==> src/rtl/full_sub_if.sv <==
// Full-subtractor port bundle: operand/enable inputs and all result outputs.
interface full_sub_if #(
  parameter int CNT_W = 8
);
  logic             en;
  logic             a;
  logic             b;
  logic             c;
  logic             diff;
  logic             borrow;
  logic             diff_q;
  logic             borrow_q;
  logic [CNT_W-1:0] borrow_cnt;
  logic             err;

  modport master (
    output en, a, b, c,
    input  diff, borrow, diff_q, borrow_q, borrow_cnt, err
  );

  modport slave (
    input  en, a, b, c,
    output diff, borrow, diff_q, borrow_q, borrow_cnt, err
  );
endinterface

==> src/rtl/full_sub.sv <==
// Single-bit full subtractor with a registered copy of the result and a
// saturating borrow counter.
// Optional macro FULL_SUB_SELFCHECK_EN adds an arithmetic cross-check that
// raises a sticky err flag; without it err is tied to 0.
module full_sub #(
  parameter int CNT_W = 8
) (
  input  logic    clk,
  input  logic    rst,
  full_sub_if.slave io
);
  logic             diff_c;
  logic             borrow_c;
  logic             diff_r;
  logic             borrow_r;
  logic [CNT_W-1:0] cnt_r;

  assign diff_c   = io.a ^ io.b ^ io.c;
  assign borrow_c = (~io.a & io.b) | (~io.a & io.c) | (io.b & io.c);

  assign io.diff       = diff_c;
  assign io.borrow     = borrow_c;
  assign io.diff_q     = diff_r;
  assign io.borrow_q   = borrow_r;
  assign io.borrow_cnt = cnt_r;

  // Result register and saturating borrow counter; reset wins over en.
  always_ff @(posedge clk) begin
    if (rst) begin
      diff_r   <= 1'b0;
      borrow_r <= 1'b0;
      cnt_r    <= '0;
    end else if (io.en) begin
      diff_r   <= diff_c;
      borrow_r <= borrow_c;
      if (borrow_c && (cnt_r != {CNT_W{1'b1}}))
        cnt_r <= cnt_r + 1'b1;
    end
  end

`ifdef FULL_SUB_SELFCHECK_EN
  logic [1:0] ref_sum;
  logic       err_r;

  // Reference computed with plain 2-bit arithmetic, independent of the gate equations.
  assign ref_sum = {1'b0, io.a} - {1'b0, io.b} - {1'b0, io.c};
  assign io.err  = err_r;

  // Sticky mismatch flag, cleared only by reset.
  always_ff @(posedge clk) begin
    if (rst)
      err_r <= 1'b0;
    else if (io.en && ({borrow_c, diff_c} != ref_sum))
      err_r <= 1'b1;
  end
`else
  assign io.err = 1'b0;
`endif
endmodule

==> src/flat_wrapper.sv <==
// flat-port wrapper written by rule: the top's interface ports become plain ports
module full_sub_flat 
#(
  parameter int CNT_W = 8
)
  (clk, rst, io_en, io_a, io_b, io_c, io_diff, io_borrow, io_diff_q, io_borrow_q, io_borrow_cnt, io_err);
  full_sub_if #(.CNT_W(CNT_W)) io_i ();
  input  logic clk;
  input  logic rst;
  input wire logic [$bits(io_i.en)-1:0] io_en;
  input wire logic [$bits(io_i.a)-1:0] io_a;
  input wire logic [$bits(io_i.b)-1:0] io_b;
  input wire logic [$bits(io_i.c)-1:0] io_c;
  output wire logic [$bits(io_i.diff)-1:0] io_diff;
  output wire logic [$bits(io_i.borrow)-1:0] io_borrow;
  output wire logic [$bits(io_i.diff_q)-1:0] io_diff_q;
  output wire logic [$bits(io_i.borrow_q)-1:0] io_borrow_q;
  output wire logic [$bits(io_i.borrow_cnt)-1:0] io_borrow_cnt;
  output wire logic [$bits(io_i.err)-1:0] io_err;
  assign io_i.en = io_en;
  assign io_i.a = io_a;
  assign io_i.b = io_b;
  assign io_i.c = io_c;
  assign io_diff = io_i.diff;
  assign io_borrow = io_i.borrow;
  assign io_diff_q = io_i.diff_q;
  assign io_borrow_q = io_i.borrow_q;
  assign io_borrow_cnt = io_i.borrow_cnt;
  assign io_err = io_i.err;
  full_sub #(.CNT_W(CNT_W)) u_core (.clk(clk), .rst(rst), .io(io_i));
endmodule
==> config.mk <==
export PLATFORM = sky130hd
export DESIGN_NAME = full_sub_flat
export DESIGN_NICKNAME = d
export VERILOG_FILES = /design/src/rtl/full_sub_if.sv /design/src/rtl/full_sub.sv /design/src/flat_wrapper.sv
export SDC_FILE = /design/constraint.sdc
export NUM_CORES = 1
export LEC_CHECK = 0
export ABC_AREA = 1
export ABC_CLOCK_PERIOD_IN_PS = 2500
export BUFFER_PORTS_ARGS = -buffer_cell sky130_fd_sc_hd__buf_4
export CAP_MARGIN = 10
export CORE_MARGIN = 2
export CORE_UTILIZATION = 30
export DETAILED_ROUTE_END_ITERATION = 8
export PLACE_DENSITY = 0.6
export SKIP_CTS_REPAIR_TIMING = 1
export SLEW_MARGIN = 20
export SYNTH_ARGS = -nofsm -noshare
export SYNTH_HDL_FRONTEND = slang
export SYNTH_SLANG_ARGS = --single-unit
export TNS_END_PERCENT = 1
==> constraint.sdc <==
create_clock -name clk -period 2.5 [get_ports clk]
set_input_delay 0.5 -clock clk [delete_from_list [all_inputs] [get_ports clk]]
set_output_delay 0.5 -clock clk [all_outputs]
set_load 0.03 [all_outputs]
==> impl_results.md <==
* Number of synthesized flops with an enable pin at 0
* Register area at 200.2 um^2
* Cell variety after synth at 23
* Total Routing Usage GR at 13.18%
* Vias per cell at 4.283
* Area occupied by multi-input gates at 329.1 um^2
* Internal power at 0.2828 mW
* Period utilization at 74.93%
* Most common cell in the synthesized netlist: nand2_1
* Post-route cell area at 759.5 um^2
* Root Driver: clkbuf_4
* Top cells by area, synth: dfxtp_1 (35%), nand2_1 (12%), nand3_2 (7.0%)
* Total of max-cap violations at 0
* Skew-Pair Late Insertion Delay at 0.26 ns
* Num ports at 19
* Post-synth top flop: dfxtp_1
* RSZ-0062 raised after global routing: false
* Post-synthesis async set-or-reset flop share at 0%
* Syn_nets at 83
* CP Max Fanout at 2
* Clk sinks at 10
* Port Buf Inserts at 17
* GP Congestion at 0.7102
* Non-filler cells, final at 120
* Gr ovfl total at 0
* Antenna viol nets, final at 0
* CTS Buf Count at 3
* Gate power share at 19.8%
* Total power draw at 0.3947 mW
* CTS H-tree lvls at 1
* Final worst clock skew at 0.005048 ns
* Initial Util at 32.41%
* Crit path time final at 1.873 ns
* Clock-pin slew on the worst setup and hold paths at 0.07 ns
* Share of cells above drive strength 1 at 40.00%
* LEAKAGE at 0.3437 nW
* Crit end category: primary output
* Std cell rows at 15
* Initial antenna violation count at 0
* CP Data Required Time at 2.00 ns
* 1st-pass router iterations at 4
* Final hold violation count at 0
* Initial DRC count at 5
* Flop and latch count out of synthesis at 10
* Status: finished, final reports clean
* Filler cells at 204
* Vias in the first global route at 478
* Die Span Y at 47.66 um
* Final TNS setup at 0 ns
* Global-route wire length before repair at 2056 um
* Residual DRC at 0
* Seq pwr share at 43.5%
* Cell type with the largest total area after synthesis: dfxtp_1
* CP Class: in2out
* Max Slew Vio Count at 0
* Die Wd at 47.66 um
* Synth cell count leaders: nand2_1 (18), dfxtp_1 (10), nor2_1 (8), inv_1 (7)
* Placed insts at 116
* Final setup viols at 0
* Syn avg cell area at 7.624 um^2
* Area Growth Syn to Fin at 32.82%
* Post-Synthesis Cells at 75
* WL per Instance at 10.10 um
* Dpl cell area at 723.2 um^2
* CTS Buffer Depth at 2
* Post-synth top area share at 35.01%
* CP Launch Type: primary input
* CTS tree: yes
* Hold Path Class: in2reg
* Nets at 104
* PwrDens at 519.7 nW/um^2
* Detailed-route via count at 514
* Worst Path Arrival at 1.37 ns
* Seq/Total Area, Yosys at 35.01%
* Mapped cell area at 571.8 um^2
* NetSw at 0.1119 mW
* Post-DP HPWL at 941.7 um
* Yosys Warn Count at 0
* Die area at 2271 um^2
* DP Worst Slack at 0.6170 ns
* Antenna fix cells at 0
* Setup ws final at 0.6268 ns
* Sw frac at 28.34%
* Max Clk Rate at 533.9 MHz
* Core area at 1764 um^2
* Final wirelength at 1212 um
* VDD IR-drop max at 0.2950 mV
* Largest net degree at the start of global routing at 8
* Clock power frac at 36.7%
## sequential cells by signal, summed over array words and instances, names as in the netlist
name                  flops
u_core.io.borrow_cnt      8
u_core.io.diff_q          1
u_core.io.borrow_q        1
## worst paths after layout
kind	from	endpoint	slack, ns	cells past startpoint
hold / removal	io_en	u_core.io.diff_q	0.43	2
hold reg to reg	u_core.io.borrow_q	u_core.io.borrow_q	0.46	2
setup reg to reg	u_core.io.borrow_cnt[0]	u_core.io.borrow_cnt[7]	1.20	6
setup / recovery	io_c	io_diff	0.63	4
## routing by layer
metal  vias to the layer above  wire length, um  track usage (%)  part of all wire [%]
met5                         -                0                0                     0
met4                         0               12            6.486                  0.99
met3                         2               45            3.396                   3.7
met2                        10              595            19.46                    49
met1                       226              558            17.85                    46
li1                        276                -                -                     -
## critical path, cell delays in order
cell and delay (ns):
buf_4 0.12, fa_1 0.55, inv_1 0.04, buf_4 0.16
## cell type report
cell class,instances,share of cell area [%]
flip-flops and latches,10,26.36
clock buffers,4,4.778
inverters,9,4.613
well taps,25,4.119
multi-input cells,55,43.33
repair buffers,17,16.80
## placed cells by master (no fill, tap or decap), types with 3 or more instances in the layout
cell type,Yosys,layout
nand2_1,18,18
buf_4,1,17
nor2_1,8,8
dfxtp_1,10,10
a21oi_1,4,4
inv_1,7,7
clkbuf_4,0,3
nand3_2,4,4
a21oi_2,3,3
## power groups by stage
stage                     Clock [mW]  Combinational (mW)  Sequential, mW
after floorplan                    0              0.0379           0.187
after global placement             0              0.0768           0.175
after detailed placement           0              0.0784           0.176
after CTS                      0.149              0.0787           0.172
after global routing           0.155              0.0862           0.173
final                          0.145              0.0780           0.172
## cells by family after synthesis
| logic type | after synthesis | share of synthesized area [%] |
|---|---|---|
| xor gates and xnor gates | 2 | 3.064 |
| adders and majority gates | 2 | 5.689 |
| other | 1 | 0.6558 |
| and+or+nand+nor | 41 | 37.64 |
| DFF | 10 | 35.01 |
| AOI/OAI and AO/OA | 9 | 10.50 |
| buffers and inverters | 10 | 7.440 |
## through the flow
stage          hold slack, ns  util, %
2_1_floorplan          0.5624        -
3_3_place_gp           0.4532    40.99
3_5_place_dp           0.4550    40.99
4_1_cts                0.4298    43.05
5_1_grt                0.4477    43.05
6_report               0.4350    43.05
No activity file was read; power rests on OpenSTA's default activity.
